`config.mk`:
```
export PLATFORM = sky130hd
export DESIGN_NAME = pulse_stretch
export DESIGN_NICKNAME = d
export VERILOG_FILES = /design/src/rtl/pulse_stretch.sv
export SDC_FILE = /design/constraint.sdc
export NUM_CORES = 1
export LEC_CHECK = 0
export BUFFER_PORTS_ARGS = -buffer_cell sky130_fd_sc_hd__buf_2
export CORE_ASPECT_RATIO = 0.9
export CORE_MARGIN = 2
export CORE_UTILIZATION = 51
export DETAILED_ROUTE_END_ITERATION = 10
export GPL_ROUTABILITY_DRIVEN = 0
export GPL_TIMING_DRIVEN = 0
export PLACE_DENSITY_LB_ADDON = 0.1
export REMOVE_ABC_BUFFERS = 1
export SLEW_MARGIN = 30
export SYNTH_ARGS = -nofsm -noshare
export SYNTH_HDL_FRONTEND = slang
export SYNTH_SLANG_ARGS = --single-unit
```
`constraint.sdc`:
```
create_clock -name clk -period 2.2 [get_ports clk]
set_input_delay 0.44 -clock clk [delete_from_list [all_inputs] [get_ports clk]]
set_output_delay 0.44 -clock clk [all_outputs]
set_load 0.05 [all_outputs]
```
`src/rtl/pulse_stretch.sv`:
```
// Pulse stretcher: replays single-cycle event strobes as fixed-width output
// pulses with a guaranteed low gap, queuing events that arrive mid-pulse.
//
//   state  | meaning
//   -------+-----------------------------------------------------------
//   S_IDLE | no pulse in flight, queue empty; next event starts directly
//   S_HIGH | dout high, counting down HIGH_CYCLES
//   S_LOW  | dout low gap, counting down LOW_CYCLES; last cycle may restart
module pulse_stretch #(
  parameter int HIGH_CYCLES = 4,
  parameter int LOW_CYCLES  = 4,
  parameter int PEND_W      = 4
) (
  input  logic              clk,
  input  logic              rst,
  input  logic              din,
  output logic              dout,
  output logic              busy,
  output logic [PEND_W-1:0] pending,
  output logic              overflow
);

  localparam int MAX_CYC = (HIGH_CYCLES > LOW_CYCLES) ? HIGH_CYCLES : LOW_CYCLES;
  localparam int CW      = $clog2(MAX_CYC + 1);

  localparam logic [CW-1:0]     HI_LOAD  = CW'(HIGH_CYCLES - 1);
  localparam logic [CW-1:0]     LO_LOAD  = CW'(LOW_CYCLES - 1);
  localparam logic [CW-1:0]     CNT_ONE  = CW'(1);
  localparam logic [PEND_W-1:0] PEND_ONE = PEND_W'(1);
  localparam logic [PEND_W-1:0] PEND_MAX = '1;

  typedef enum logic [1:0] {
    S_IDLE = 2'd0,
    S_HIGH = 2'd1,
    S_LOW  = 2'd2
  } state_t;

  state_t        state;
  logic [CW-1:0] cnt;
  logic          start;

  // A new pulse begins on the final gap cycle if anything is queued or arriving.
  assign start = (state == S_LOW) && (cnt == '0) && ((pending != '0) || din);

  // Sequencer, down-counter, event queue and registered outputs.
  always_ff @(posedge clk or negedge rst) begin
    if (!rst) begin
      state    <= S_IDLE;
      cnt      <= '0;
      dout     <= 1'b0;
      busy     <= 1'b0;
      pending  <= '0;
      overflow <= 1'b0;
    end else begin
      overflow <= 1'b0;

      case (state)
        S_IDLE: begin
          if (din) begin
            state <= S_HIGH;
            cnt   <= HI_LOAD;
            dout  <= 1'b1;
            busy  <= 1'b1;
          end
        end
        S_HIGH: begin
          if (cnt == '0) begin
            state <= S_LOW;
            cnt   <= LO_LOAD;
            dout  <= 1'b0;
          end else begin
            cnt <= cnt - CNT_ONE;
          end
        end
        S_LOW: begin
          if (cnt == '0) begin
            if (start) begin
              state <= S_HIGH;
              cnt   <= HI_LOAD;
              dout  <= 1'b1;
            end else begin
              state <= S_IDLE;
              busy  <= 1'b0;
            end
          end else begin
            cnt <= cnt - CNT_ONE;
          end
        end
        default: begin
          state <= S_IDLE;
          cnt   <= '0;
          dout  <= 1'b0;
          busy  <= 1'b0;
        end
      endcase

      // In IDLE an event is consumed directly, so the queue only moves while busy.
      // A start with an empty queue is the arriving event itself: nothing to pop.
      if (state != S_IDLE) begin
        if (start) begin
          if (pending != '0 && !din) begin
            pending <= pending - PEND_ONE;
          end
        end else if (din) begin
          if (pending != PEND_MAX) begin
            pending <= pending + PEND_ONE;
          end else begin
            overflow <= 1'b1;
          end
        end
      end
    end
  end

endmodule

```
==> flow_metrics.tcl <==
set metrics [dict create \
    numCtsBuffers 3 \
    dpl.hpwl_um 1084 \
    hold_viol 0 \
    tns_ns 0 \
    drtPass1Iterations 4 \
    gr-total-overflow 0 \
    nFillCells 136 \
    remaining_drc_errors 0 \
    synthArstFlopShare_pct 100.0 \
    whs_ns 0.02495 \
    antenna_found_initial 0 \
    via_per_inst 5.743 \
    core-area_mm2 0.001431 \
    drtIter0Drc 12 \
    skew_ns 0.0007451 \
    syn_area_um2 773.2 \
    required_ns 2.40 \
    synth-main-ff-cell "dfrtp_1" \
    diodes 0 \
    track_usage_pct 18.80 \
    grt_pass1_vias 544 \
    p_leak_nw 0.3970 \
    ctsLongestPathBuffers 2 \
    synth-compound-area-share_pct 16.67 \
    maxSlewViolCount 0 \
    synthTopCellsByArea "dfrtp_1 39%, ha_1 13%, o21ai_0 5.2%" \
    clock_sink_count 12 \
    die_area_mm2 0.001844 \
    worst-setup-path-type "register to register" \
    cap_viol_max_count 0 \
    grt_max_degree 13 \
    synth_top_family_by_area "simple AND/OR/NAND/NOR gates" \
    yosys_warnings 0 \
    synth_enable_flop_cells 0 \
    drive_gt1_share_pct 26.60 \
    rows 13 \
    synth_top_area_share_pct 38.83 \
    end_kind "register" \
    period_share_pct 95.00 \
    max_freq_mhz 478.5 \
    post_drt_wl_per_cell_um 13.89 \
    synth.ff_latch_count 12 \
    maxSlewHeadroom_pct 72.54 \
    clock_latency_ns 0.27 \
    max-vdd-ir-drop_v 0.0007889 \
    regArea_um2 300.3 \
    cts_root_buffer "clkbuf_4" \
    clk_pin_slew_ns 0.08 \
    synth_simple_gate_area_share_pct 18.12 \
    cp.arrival_ns 2.29 \
    worst_slack_ns 0.1099 \
    drt-total-wl_um 1514 \
    worst_pin_slew_ns 0.4076 \
    layout.nets 106 \
    syn_avg_cell_area_um2 9.546 \
    cts_tree "yes" \
    synthCells 81 \
    synthAdderAreaFrac_pct 12.94 \
    die_h_um 40.94 \
    area_delta_synth_final_pct 16.83 \
    num_vias 626 \
    ant_nets 0 \
    synth_xor_area_share_pct 3.398 \
    ys_top_cells_by_count "12 x dfrtp_1, 8 x ha_1, 8 x inv_1, 8 x o21ai_0, 7 x a21oi_1" \
    ys_seq_area_share_pct 38.83 \
    yosysUniqueCellTypes 28 \
    power.density_mw_per_mm2 1552 \
    initial_core_util_pct 54.02 \
    synthMuxAreaShare_pct 5.663 \
    cp-start-kind "register" \
    status "finished clean" \
    post-route-min-period_ns 2.090 \
    utilization_pct 63.11 \
    dp_slack_ns -0.07591 \
    ctsHoldBuffers 0 \
    synth_top_area_cell "dfrtp_1" \
    multi_input_comb_area_um2 465.4 \
    grt_pass1_wl_um 2339 \
    num_io_pins 10 \
    yosysMostFrequentCell "dfrtp_1" \
    portBuffers 9 \
    path_max_fanout 6 \
    min_path_type "input pin to async pin" \
    dieWidth_um 45.05 \
    htree_levels 1 \
    setup_violations 0 \
]
[critical path, cell delays in order, from the launching register on]
cell	delay (ns)
dfrtp_1	0.38
inv_1	0.08
ha_2	0.20
ha_4	0.16
and2_4	0.16
nand2_1	0.06
o21ai_2	0.12
ha_2	0.21
or3b_1	0.36
a31oi_2	0.15
xor2_1	0.15
[cells in the final DEF (no fill, tap or decap), drive strengths merged, types with 2 or more instances in the layout]
cell    synthesis  routed
nor2            4       4
a21oi           7       7
nor2b           2       2
nand2           6       6
o21ai           8       8
and2            2       2
clkbuf          1       4
buf             0      10
inv             8       8
or4             2       2
xor2            2       2
dfrtp          12      12
mux2            3       3
ha              8       8
nand4           2       2
[registers in the layout, indices dropped and copies added (netlist names)]
signal and flops:
pending 4, busy 1, dout 1, overflow 1, state 2, cnt 3
[layout make-up]
type | count | share of cell area (%)
clock buffer | 4 | 4.017
inverter | 8 | 3.324
timing repair buffer | 10 | 5.817
sequential | 12 | 33.24
tap | 15 | 2.078
multi-input combinational | 60 | 51.52
[routing by layer]
metal | part of all wire (%) | global-route usage, %
met4 | 0.73 | 11.03
met3 | 3.0 | 3.965
met1 | 50 | 24.80
met2 | 47 | 28.57
met5 | 0 | 0
[path summary, 6_finish.rpt]
kind	startpoint	to	slack [ns]	depth (start not counted)
max	cnt[0]	pending[2]	0.11	10
min in group clk	dout	dout	0.51	1
min reg2reg	dout	dout	0.51	1
max reg2reg	cnt[0]	pending[2]	0.11	10
max in group asynchronous	rst	busy	1.97	1
min	rst	cnt[0]	0.02	1
[repair_timing]
item                                    4_1_cts  5_1_grt
gates cloned                                  0        0
buffers inserted                              0        1
endpoints found under the setup margin        1        1
gates resized for setup                       2        6
[per-stage QoR]
step / total power, mW / cells / cell area (µm²)
global placement: 1.153 / 104 / 833.3
global route: 1.520 / 109 / 903.4
detailed placement: 1.174 / 104 / 833.3
floorplan: 1.007 / 80 / 769.5
finish: 1.402 / 109 / 903.4
CTS: 1.375 / 108 / 882.1
[power breakdown]
group,internal (mW),switching [mW],total (mW)
registers,0.314,0.114,0.428
logic,0.296,0.498,0.795
clock network,0.101,0.0791,0.180
[kinds of logic (layout without fill, tap and decap cells)]
logic type | count (synthesis) | after routing
compound gates | 20 | 20
xor+xnor | 3 | 3
mux | 4 | 4
flops | 12 | 12
simple gates | 25 | 25
buf+inv | 9 | 22
fa+ha+maj | 8 | 8
Power figures use the tool's default switching activity.
